--- config.mk ---
export PLATFORM = sky130hd
export DESIGN_NAME = sync_bus_rx_flat
export DESIGN_NICKNAME = d
export VERILOG_FILES = /design/src/rtl/sync_bus_rx_if.sv /design/src/rtl/sync_bus_rx.sv /design/src/flat_wrapper.sv
export SDC_FILE = /design/constraint.sdc
export NUM_CORES = 1
export LEC_CHECK = 0
export CORE_AREA = 2 2 65 67
export DETAILED_ROUTE_END_ITERATION = 12
export DIE_AREA = 0 0 67 69
export PLACE_DENSITY_LB_ADDON = 0.3
export SKIP_CTS_REPAIR_TIMING = 1
export SLEW_MARGIN = 20
export SYNTH_ARGS = -nofsm -noshare
export SYNTH_HDL_FRONTEND = slang
export SYNTH_SLANG_ARGS = --single-unit
export TNS_END_PERCENT = 1
--- constraint.sdc ---
create_clock -name clk -period 2.9 [get_ports clk]
set_clock_uncertainty 0.1 [all_clocks]
set_input_delay 0.725 -clock clk [delete_from_list [all_inputs] [get_ports clk]]
set_output_delay 0.725 -clock clk [all_outputs]
set_load 0.02 [all_outputs]
--- src/rtl/sync_bus_rx_if.sv ---
// Bus bundle for the toggle-handshake receive port: sender-side request/data,
// returned ack, and the downstream valid/ready channel.
interface sync_bus_rx_if #(
    parameter int WIDTH = 32
);
    logic             req_tgl;
    logic [WIDTH-1:0] in_data;
    logic             ack_tgl;
    logic             out_valid;
    logic             out_ready;
    logic [WIDTH-1:0] out_data;
    logic             busy;

    // Environment side: sender plus downstream consumer
    modport master (
        output req_tgl, in_data, out_ready,
        input  ack_tgl, out_valid, out_data, busy
    );

    // Receiver block side
    modport slave (
        input  req_tgl, in_data, out_ready,
        output ack_tgl, out_valid, out_data, busy
    );
endinterface

--- src/rtl/sync_bus_rx.sv ---
// Receive end of a toggle-handshake clock-domain crossing. req_tgl is
// synchronized into clk; in_data is sampled only once the synchronized request
// differs from the last one taken, relying on the sender holding it stable.
module sync_bus_rx #(
    parameter int WIDTH     = 32,
    parameter int STAGES    = 2,
    parameter bit ACK_EARLY = 1'b0
) (
    input  logic          clk,
    input  logic          reset,
    sync_bus_rx_if.slave  bus
);

    if (STAGES < 2) begin : g_bad_stages
        $error("sync_bus_rx: STAGES must be >= 2");
    end

    typedef enum logic {IDLE, FULL} state_t;

    state_t             state;
    logic [STAGES-1:0]  sync_q;
    logic               req_s;
    logic               req_seen;
    logic               pend;
    logic               accept;
    logic               ack_q;
    logic               valid_q;
    logic [WIDTH-1:0]   data_q;

    assign req_s  = sync_q[STAGES-1];
    assign pend   = (req_s != req_seen);
    assign accept = valid_q & bus.out_ready;

    assign bus.ack_tgl   = ack_q;
    assign bus.out_valid = valid_q;
    assign bus.out_data  = data_q;
    assign bus.busy      = valid_q | pend;

    // Multi-flop synchronizer for the request level; only the last stage is used
    always_ff @(posedge clk) begin
        if (reset) sync_q <= '0;
        else       sync_q <= {sync_q[STAGES-2:0], bus.req_tgl};
    end

    // Capture / hold / ack state machine
    always_ff @(posedge clk) begin
        if (reset) begin
            state    <= IDLE;
            req_seen <= 1'b0;
            ack_q    <= 1'b0;
            valid_q  <= 1'b0;
            data_q   <= '0;
        end else begin
            case (state)
                IDLE: begin
                    if (pend) begin
                        data_q   <= bus.in_data;
                        req_seen <= req_s;
                        valid_q  <= 1'b1;
                        state    <= FULL;
                        if (ACK_EARLY) ack_q <= req_s;
                    end
                end
                FULL: begin
                    if (accept) begin
                        if (ACK_EARLY && pend) begin
                            // Early-ack sender already has the next word up:
                            // swap it in on the accept edge, no bubble.
                            data_q   <= bus.in_data;
                            req_seen <= req_s;
                            ack_q    <= req_s;
                        end else begin
                            if (!ACK_EARLY) ack_q <= req_seen;
                            valid_q <= 1'b0;
                            state   <= IDLE;
                        end
                    end
                end
                default: state <= IDLE;
            endcase
        end
    end

endmodule

--- src/flat_wrapper.sv ---
// flat-port wrapper written by rule: the top's interface ports become plain ports
module sync_bus_rx_flat 
#(
    parameter int WIDTH     = 32,
    parameter int STAGES    = 2,
    parameter bit ACK_EARLY = 1'b0
)
  (clk, reset, bus_req_tgl, bus_in_data, bus_out_ready, bus_ack_tgl, bus_out_valid, bus_out_data, bus_busy);
  sync_bus_rx_if #(.WIDTH(WIDTH)) bus_i ();
  input  logic clk;
  input  logic reset;
  input wire logic [$bits(bus_i.req_tgl)-1:0] bus_req_tgl;
  input wire logic [$bits(bus_i.in_data)-1:0] bus_in_data;
  input wire logic [$bits(bus_i.out_ready)-1:0] bus_out_ready;
  output wire logic [$bits(bus_i.ack_tgl)-1:0] bus_ack_tgl;
  output wire logic [$bits(bus_i.out_valid)-1:0] bus_out_valid;
  output wire logic [$bits(bus_i.out_data)-1:0] bus_out_data;
  output wire logic [$bits(bus_i.busy)-1:0] bus_busy;
  assign bus_i.req_tgl = bus_req_tgl;
  assign bus_i.in_data = bus_in_data;
  assign bus_i.out_ready = bus_out_ready;
  assign bus_ack_tgl = bus_i.ack_tgl;
  assign bus_out_valid = bus_i.out_valid;
  assign bus_out_data = bus_i.out_data;
  assign bus_busy = bus_i.busy;
  sync_bus_rx #(.WIDTH(WIDTH), .STAGES(STAGES), .ACK_EARLY(ACK_EARLY)) u_core (.clk(clk), .reset(reset), .bus(bus_i));
endmodule
==> flow_summary.toml, run 1 <==
[synthesis]
syn-num-nets = 203
synth.avg_cell_area_sq_um = 9.08
yosys.area.top_type = "dfxtp_1"
netlist_instances = 167
synth_top_cell_area_share_pct = 50.2
synth.yosys.warnings = 0
ys_seq_area_share_pct = 50.2
yosys.cell_types.count = 17
synth_area_leaders = "dfxtp_1, nand3b_1, a21oi_1, o21ai_0, clkbuf_1"
ys_seq_elements = 38
syn_area_sq_um = 1520

[worst_setup_path]
reg2reg_from = "u_core.req_seen"
setup.worst_path.start_class = "flop"
path_buf_inv = 1
crit_start = "u_core.req_seen"
worstPathRequired_ns = 2.08
cp-end-kind = "primary output"
path_delay_family = "buffers and inverters"
rr_worst_depth = 4
cp.arrival_ns = 1.65
path_max_fanout = 4
crit_type = "reg -> out"
crit_slowest_cell = "clkdlybuf4s50_1"
cp_slowest_stage_delay_ns = 0.54
regToRegEndpoint = "u_core.bus.out_data[11]"
crit_path_cell_trace = "xnor2_2, or2b_1, clkdlybuf4s50_1"
r2r_slack_ns = 1.52
crit_end = "bus_busy"
path_depth = 3

[placement]
dp_hpwl_mm = 2.29
portBuffers = 70
place_area_sq_um = 2230
pre_cts_ws_ns = 0.711
gp_congestion = 0.685

[die]
initial_core_util_pct = 38.7
die_h_um = 69
core_sq_um = 3910
row_count = 23
die_area_sq_um = 4620
die_x_um = 67
ioPinCount = 71

[sta]
timing.fmax_mhz = 403
finalSetupViolations = 0
final_max_slew_viol_count = 0
slew_headroom_pct = 66.7
hold_viol = 0
fin_ws_ns = 0.421
worst_pin_slew_ns = 0.500
rsz0062_at_grt = "false"
period_share_pct = 85.5
min_period_ns = 2.48
finalSetupTns_ns = 0

[routing]
totalWireLength_mm = 3.62
postRouteAntennaNets = 0
avgViaCountPerCell = 5.01
firstDrtPassIters = 4
avgRoutedWirePerCell_um = 12.9
drc = 0
vias = 1408
drtIter0Drc = 116

[power]
p_sw_share_pct = 24.7
power_leakage_nw = 0.776
power_frac_clock_pct = 30.5
ir_drop_mv = 0.222
internal-power_mw = 0.849
p_comb_share_pct = 19.7
p_switching_mw = 0.279
p_seq_share_pct = 49.8
powerDensity_nw_per_um2 = 487

[grt]
grt_max_degree = 70
antenna_found_initial = 0
grt_usage_pct = 16.6
grt_pass1_vias = 1280
overflow = 0
grt_pass1_wl_mm = 5.93

[run]
max-cap-violations = 0

[clock_tree]
cts_sinks = 38
cts_buffers = 5
cts-root-buf = "clkbuf_8"
clk_latency_ns = 0.28
clk_pin_slew_ns = 0.06
cts_max_level = 2
clock_path_buffers = 2
cts_tree = "yes"

[finish]
nets = 268
drive_above_1_share_pct = 5.63
fin_util_pct = 59.2
fillers = 376
syn2layout_area_growth_pct = 52.8
post-route-cell-area_sq_um = 2320
num_antenna_cells = 0

[min_path]
min_from = "u_core.sync_q[0]"
hold_class = "reg -> reg"

[run_status]
status = "completed"
==> per-layer routing <==
layer  track usage [%]  routed length (um)  vias up
met5                 0                   0        -
met4              4.76                  36        0
met3              7.34                 272        5
met2              25.5                1620       45
met1              20.9                1690      643
li1                  -                   -      715
==> cells by family (layout without fill, tap and decap cells) <==
group           Yosys count  in the layout  share of synthesized area, %
xor+xnor                  2              2                          1.65
flops                    38             38                          50.2
compound gates           66             66                          21.8
buf+inv                  17             81                          5.94
simple gates             42             42                          19.1
mux                       2              2                          1.32
==> Yosys cell counts <==
cell	instances
a21oi_1	33
buf_2	2
buf_6	3
clkbuf_1	11
clkbuf_2	1
dfxtp_1	38
mux2i_1	2
nand2_1	2
nand2b_1	1
nand3_1	1
nand3b_1	32
nor2_1	3
nor2b_1	2
o21ai_0	33
or2b_1	1
xnor2_1	1
xor2_2	1
==> per-stage QoR <==
stage | power (mW) | hold slack [ns] | instances
floorplan | 0.685 | 0.314 | 167
global placement | 0.795 | 0.321 | 275
detailed placement | 0.797 | 0.327 | 275
CTS | 1.14 | 0.342 | 281
global route | 1.18 | 0.344 | 281
finish | 1.13 | 0.339 | 281
==> how the worst min path moves through the flow <==
stage / cells after the start / endpoint / slack [ns]
3_3_place_gp: 1 / u_core.sync_q[1] / 0.32
4_1_cts: 1 / u_core.sync_q[1] / 0.34
2_1_floorplan: 1 / u_core.sync_q[1] / 0.31
6_report: 1 / u_core.sync_q[1] / 0.34
5_1_grt: 1 / u_core.sync_q[1] / 0.34
3_5_place_dp: 1 / u_core.sync_q[1] / 0.33
==> placed cells by master (no fill, tap or decap), drive strengths merged <==
master / Yosys / layout
nand2: 2 / 2
a21oi: 33 / 33
mux2i: 2 / 2
nor2b: 2 / 2
or2b: 1 / 1
nand3: 1 / 1
nand3b: 32 / 32
o21ai: 33 / 33
xnor2: 1 / 1
buf: 5 / 5
nor2: 3 / 3
nand2b: 1 / 1
xor2: 1 / 1
dfxtp: 38 / 38
clkbuf: 12 / 6
clkdlybuf4s50: 0 / 70
==> layout make-up <==
type	instances	area, sq um	share of cell area, %
clock buffer	6	82.6	3.56
multi-input combinational	112	673	29.0
sequential	38	761	32.8
tap	50	62.6	2.70
timing repair buffer	75	738	31.9
==> power by group through the flow <==
stage	logic (mW)	clock network (mW)	registers, mW
final	0.222	0.344	0.561
after global routing	0.242	0.378	0.564
after CTS	0.224	0.359	0.561
after detailed placement	0.224	0	0.573
after global placement	0.223	0	0.572
after floorplan	0.0842	0	0.601
==> registers in the layout (all words and copies together), names as in the netlist <==
name                  count
u_core.state              1
u_core.bus.out_valid      1
u_core.bus.ack_tgl        1
u_core.req_seen           1
u_core.sync_q             2
u_core.bus.out_data      32
Power figures use the tool's default switching activity.
==> run 2: changes to the inputs <==
==> constraint.sdc (replaced) <==
create_clock -name clk -period 2.8 [get_ports clk]
set_clock_uncertainty 0.1 [all_clocks]
set_input_delay 0.7 -clock clk [delete_from_list [all_inputs] [get_ports clk]]
set_output_delay 0.7 -clock clk [all_outputs]
set_load 0.02 [all_outputs]
==> results of run 2 <==
The final DEF is identical to that of run 1. Status: completed.
Main changes from that run: setup slack after placement 0.711 ns -> 0.636 ns; setup slack after layout 0.421 ns -> 0.346 ns; register-to-register setup slack 1.52 ns -> 1.42 ns; total power 1.13 mW -> 1.17 mW; worst IR drop on VDD 0.222 mV -> 0.230 mV
